[config.mk]
export PLATFORM = sky130hd
export DESIGN_NAME = rr_arbiter
export DESIGN_NICKNAME = d
export VERILOG_FILES = /design/src/rtl/rr_arbiter.sv
export SDC_FILE = /design/constraint.sdc
export NUM_CORES = 1
export LEC_CHECK = 0
export ABC_AREA = 0
export CORE_ASPECT_RATIO = 0.7
export CORE_MARGIN = 4
export CORE_UTILIZATION = 35
export DETAILED_ROUTE_END_ITERATION = 10
export PLACE_DENSITY = 0.86
export SLEW_MARGIN = 30
export SYNTH_ARGS = -nofsm -noshare
export SYNTH_HDL_FRONTEND = slang
export SYNTH_SLANG_ARGS = --single-unit
[constraint.sdc]
create_clock -name clk -period 2.4 [get_ports clk]
set_clock_uncertainty 0.15 [all_clocks]
set_input_delay 0.48 -clock clk [delete_from_list [all_inputs] [get_ports clk]]
set_output_delay 0.48 -clock clk [all_outputs]
set_load 0.05 [all_outputs]
[src/rtl/rr_arbiter.sv]
// rr_arbiter: round-robin, wormhole-locked output arbiter for one NOC router
// output port, with a single-entry registered output stage.
//
// Ports:
//   clk               clock, rising-edge active
//   reset             asynchronous, active-low reset
//   valid_i[N]        per-input flit valid
//   tail_i[N]         per-input tail marker (qualified by valid_i)
//   data_i[N*DW]      per-input payload, port k at [k*DATA_WIDTH +: DATA_WIDTH]
//   ready_o[N]        per-input accept (only the owner, only while locked)
//   priority_order_i  one-hot search start from the priority register
//   change_order_o    one-cycle rotate request to the priority register
//   valid_o/data_o/tail_o  registered output flit
//   ready_i           downstream accept
//   grant_o[N]        one-hot current owner, zero when unlocked
module rr_arbiter #(
  parameter int N_PORTS    = 4,
  parameter int DATA_WIDTH = 32
) (
  input  logic                          clk,
  input  logic                          reset,
  input  logic [N_PORTS-1:0]            valid_i,
  input  logic [N_PORTS-1:0]            tail_i,
  input  logic [N_PORTS*DATA_WIDTH-1:0] data_i,
  output logic [N_PORTS-1:0]            ready_o,
  input  logic [N_PORTS-1:0]            priority_order_i,
  output logic                          change_order_o,
  output logic                          valid_o,
  output logic [DATA_WIDTH-1:0]         data_o,
  output logic                          tail_o,
  input  logic                          ready_i,
  output logic [N_PORTS-1:0]            grant_o
);

  typedef enum logic [1:0] {
    IDLE   = 2'd0,
    LOCKED = 2'd1,
    ROTATE = 2'd2
  } state_t;

  state_t                  state;
  logic [N_PORTS-1:0]      grant_q;
  logic                    change_q;

  logic                    vld_p0;
  logic                    tail_p0;
  logic [DATA_WIDTH-1:0]   data_p0;

  logic                    out_free;
  logic                    xfer;
  logic                    owner_valid;
  logic                    owner_tail;
  logic [DATA_WIDTH-1:0]   owner_data;
  logic [N_PORTS-1:0]      winner;

  // Wrap-around search starting at the lowest set bit of prio (bit 0 when
  // prio is all-zero, so a malformed priority still yields a grant).
  function automatic logic [N_PORTS-1:0] rr_pick(
    input logic [N_PORTS-1:0] req,
    input logic [N_PORTS-1:0] prio
  );
    logic [N_PORTS-1:0] gnt;
    logic               found;
    int                 s;
    int                 k;
    gnt   = '0;
    found = 1'b0;
    s     = 0;
    for (int i = N_PORTS - 1; i >= 0; i--) begin
      if (prio[i]) s = i;
    end
    for (int i = 0; i < N_PORTS; i++) begin
      k = s + i;
      if (k >= N_PORTS) k = k - N_PORTS;
      if (!found && req[k]) begin
        gnt[k] = 1'b1;
        found  = 1'b1;
      end
    end
    return gnt;
  endfunction

  // Owner view of the inputs; grant_q is one-hot or zero, so OR-muxing is safe.
  always_comb begin
    owner_data = '0;
    for (int k = 0; k < N_PORTS; k++) begin
      if (grant_q[k]) owner_data = owner_data | data_i[k*DATA_WIDTH +: DATA_WIDTH];
    end
  end

  assign owner_valid = |(valid_i & grant_q);
  assign owner_tail  = |(tail_i & valid_i & grant_q);
  assign winner      = rr_pick(valid_i, priority_order_i);

  // The output register can take a flit if it is empty or draining this cycle.
  assign out_free = !vld_p0 || ready_i;
  assign xfer     = (state == LOCKED) && owner_valid && out_free;
  assign ready_o  = ((state == LOCKED) && out_free) ? grant_q : '0;

  // Arbitration / lock FSM
  always_ff @(posedge clk or negedge reset) begin
    if (!reset) begin
      state    <= IDLE;
      grant_q  <= '0;
      change_q <= 1'b0;
    end else begin
      change_q <= 1'b0;
      case (state)
        IDLE: begin
          if (|valid_i) begin
            grant_q <= winner;
            state   <= LOCKED;
          end
        end
        LOCKED: begin
          // An owner that stops sending keeps the lock; only its tail frees it.
          if (xfer && owner_tail) begin
            grant_q  <= '0;
            change_q <= 1'b1;
            state    <= ROTATE;
          end
        end
        ROTATE: begin
          state <= IDLE;
        end
        default: begin
          grant_q <= '0;
          state   <= IDLE;
        end
      endcase
    end
  end

  // Stage p0: single-entry output register
  always_ff @(posedge clk or negedge reset) begin
    if (!reset) begin
      vld_p0  <= 1'b0;
      tail_p0 <= 1'b0;
      data_p0 <= '0;
    end else begin
      if (xfer) begin
        vld_p0  <= 1'b1;
        tail_p0 <= owner_tail;
        data_p0 <= owner_data;
      end else if (ready_i) begin
        vld_p0  <= 1'b0;
      end
    end
  end

  assign valid_o        = vld_p0;
  assign tail_o         = tail_p0;
  assign data_o         = data_p0;
  assign grant_o        = grant_q;
  assign change_order_o = change_q;

endmodule

==> metrics.md, run 1 <==
| Metric | Value |
|---|---|
| First-pass iteration count of the detailed router | 7 |
| Hold/Removal Path Class | reg2reg |
| DIE HEIGHT | 79.5 um |
| DR WL/cell | 18.6 um |
| Worst VDD drop | 0.000989 V |
| Status | completed |
| Hpwl dp | 8.33 mm |
| Final weighted congestion in routability-driven placement | 1.03 |
| Detailed Route Iter0 Violations | 178 |
| Starting Density | 0.370 |
| Post-synth EDFFs | 0 |
| Buf/Inv on CP | 2 |
| Vias | 3156 |
| Area grow syn2layout | 90.6% |
| Crit path time final | 2320 ps |
| Clock Sink Count | 41 |
| NumNets Final | 628 |
| Synth Instances | 274 |
| YS warnings | 0 |
| Post-Synth Adder-Cell Area | 0.0391 |
| Antenna violations before repair | 0 |
| CTS Buffer Depth | 2 |
| Slew HR | 0.623 |
| Cell family with most CP delay | multiplexers |
| WL met1 | 4.17 mm |
| Sequential Area | 1030 um2 |
| Met3 routed WL | 1.14 mm |
| Diodes inserted | 0 |
| Crit path cell chain | clkbuf_2, nor2_2, nor3_4, inv_2, ha_4, mux4_2, nand4_1, a31oi_1, a221o_1 |
| Core Rows | 25 |
| Utilization after layout | 0.706 |
| Inserted Clock Buffers | 5 |
| Routed wire length | 10.6 mm |
| Final setup fails | 0 |
| Die area | 8760 um2 |
| Met2 wire length | 5.22 mm |
| TritonCTS clock tree | yes |
| Synth area leader | dfrtp_1 |
| Main combinational cell family by area after synthesis | compound AO/OA/AOI/OAI gates |
| Final antenna-violating net count | 0 |
| Slowest-stage cell, CP | mux4_2 |
| Ys async rst share | 1.00 |
| Synth Area in XOR/XNOR | 0 |
| Most frequent cell after synthesis | a22oi_1 |
| Post-Syn Area per Cell | 9.34 um2 |
| Drt drc | 0 |
| Global route total overflow | 0 |
| Setup Crit Path Kind | in2reg |
| Core Region | 6910 um2 |
| Post-Synthesis Cell Area | 2560 um2 |
| H-tree levels | 2 |
| Clk slew on worst S/H paths | 70 ps |
| Crit end category | flip-flop |
| Synth Area in Compound Gates | 0.338 |
| Highest clock rate | 0.430 GHz |
| Top Metal Used | met4 |
| Final Hold Vio Count | 0 |
| Root Driver | clkbuf_8 |
| Fin. max-slew vios | 0 |
| Critical Path Fanout Max | 5 |
| Post-synth top area share | 0.401 |
| Filler cells | 526 |
| Setup TNS | 0 ps |
| WP data arrival | 2350 ps |
| Tot GR Track Use | 0.230 |
| Net Count, Synth | 425 |
| P per Cell Area | 1200 nW/um2 |
| Worst EP required | 2430 ps |
| Fin crit share | 0.968 |
| #FFs+latches synth | 41 |
| Place WS | -589 ps |
| Worst-skew pair later-pin latency | 290 ps |
| Multi-input logic area | 1450 um2 |
| Post-synth cell types | 33 |
| Simple-gate area share of the yosys netlist | 0.133 |
| Worst Tran Pin Value | 564 ps |
| Global-route wire length before repair | 15.8 mm |
| Mux contribution to synthesized area | 0.0396 |
| Delay of the slowest critical-path stage | 550 ps |
| Top cells by count, synth | a22oi_1 (67), dfrtp_1 (41), a31oi_1 (36) |
| Hold slack | 371 ps |
| Max cap viols | 0 |
| Port Buffer Count | 185 |
| Ports | 186 |
| Worst setup SP type | input port |
| Register area share after synthesis | 0.401 |
| Vias per cell | 5.52 |
| Chip width | 110 um |
| Main flop type after synthesis | dfrtp_1 |
| Leak pwr | 1.93 nW |
| Share of layout cells above drive strength 1 | 0.151 |
| Synth top area cells | dfrtp_1 (40%), a22oi_1 (20%), a31oi_1 (8.8%), nor2_1 (5.1%), ha_1 (3.9%) |
| Vias in the first global route | 3069 |
| Final setup margin | 76.2 ps |
| Largest net degree at the start of global routing | 42 |
==> stage by stage <==
step	cell area (um2)	cells	total power, mW
5_1_grt	4880	572	6.17
4_1_cts	4880	570	5.89
6_report	4880	572	5.85
3_5_place_dp	4720	560	5.22
2_1_floorplan	2600	274	3.71
3_3_place_gp	4720	560	5.13
==> cell usage in the layout, fill, tap and decap left out, types with 6 or more instances in the layout <==
cell type	synthesis	routed
and2_1	6	6
dfrtp_1	41	41
buf_4	0	38
a31oi_1	36	36
clkdlybuf4s50_1	0	172
a22oi_1	67	67
nor2_1	35	35
ha_1	8	6
==> cell type report <==
type | instances | area share
clock buffers | 5 | 0.0141
clock inverters | 3 | 0.0133
inverters | 7 | 0.00539
multi-input cells | 202 | 0.298
flip-flops and latches | 41 | 0.210
well taps | 94 | 0.0241
repair buffers | 220 | 0.435
==> routing by layer <==
layer | vias to the layer above | global-route usage
li1 | 1480 | -
met1 | 1507 | 0.279
met2 | 154 | 0.404
met3 | 15 | 0.0639
met4 | 0 | 0.0529
met5 | - | 0
==> registers in the layout, summed over array words and instances, names as in the netlist <==
name            cells
data_o             32
grant_o             4
state               2
change_order_o      1
tail_o              1
valid_o             1
==> where the power goes <==
group          total (mW)  internal [mW]  switching, mW
logic                3.97           1.49           2.48
clock network       0.648          0.413          0.235
registers            1.23           1.04          0.191
==> final timing paths <==
path	from	to	slack (ps)	depth (start not counted)
setup reg to reg	grant_o[0]	tail_o	400	4
max in group asynchronous	reset	data_o[25]	1160	3
hold / removal	tail_o	tail_o	370	1
min in group asynchronous	reset	data_o[2]	440	2
hold reg to reg	tail_o	tail_o	370	1
setup / recovery	priority_order_i[2]	grant_o[0]	80	9
==> repair_timing <==
| action | CTS | global route |
|---|---|---|
| gates resized for setup | 8 | 7 |
| setup buffers | 1 | 2 |
| hold buffers | 1 | 0 |
| hold endpoints to repair | 9 | 0 |
| setup endpoints to repair | 4 | 8 |
| pin swaps | 2 | 4 |
| cloned | 0 | 0 |
==> logic make-up after synthesis <==
family	Yosys count
and+or+nand+nor	70
AOI/OAI and AO/OA	119
adders and majority gates	8
buffers and inverters	31
DFF	41
muxes	5
No activity file was read; power rests on OpenSTA's default activity.
==> run 2, diff against run 1 <==
--- a/config.mk
+++ b/config.mk
@@ -9,6 +9,7 @@
 export CORE_ASPECT_RATIO = 0.7
 export CORE_MARGIN = 4
 export CORE_UTILIZATION = 35
+export CTS_CLUSTER_DIAMETER = 200
 export DETAILED_ROUTE_END_ITERATION = 10
 export PLACE_DENSITY = 0.86
 export SLEW_MARGIN = 30
==> results of run 2 <==
No change in the layout: final DEF, timing and power equal those of run 1.
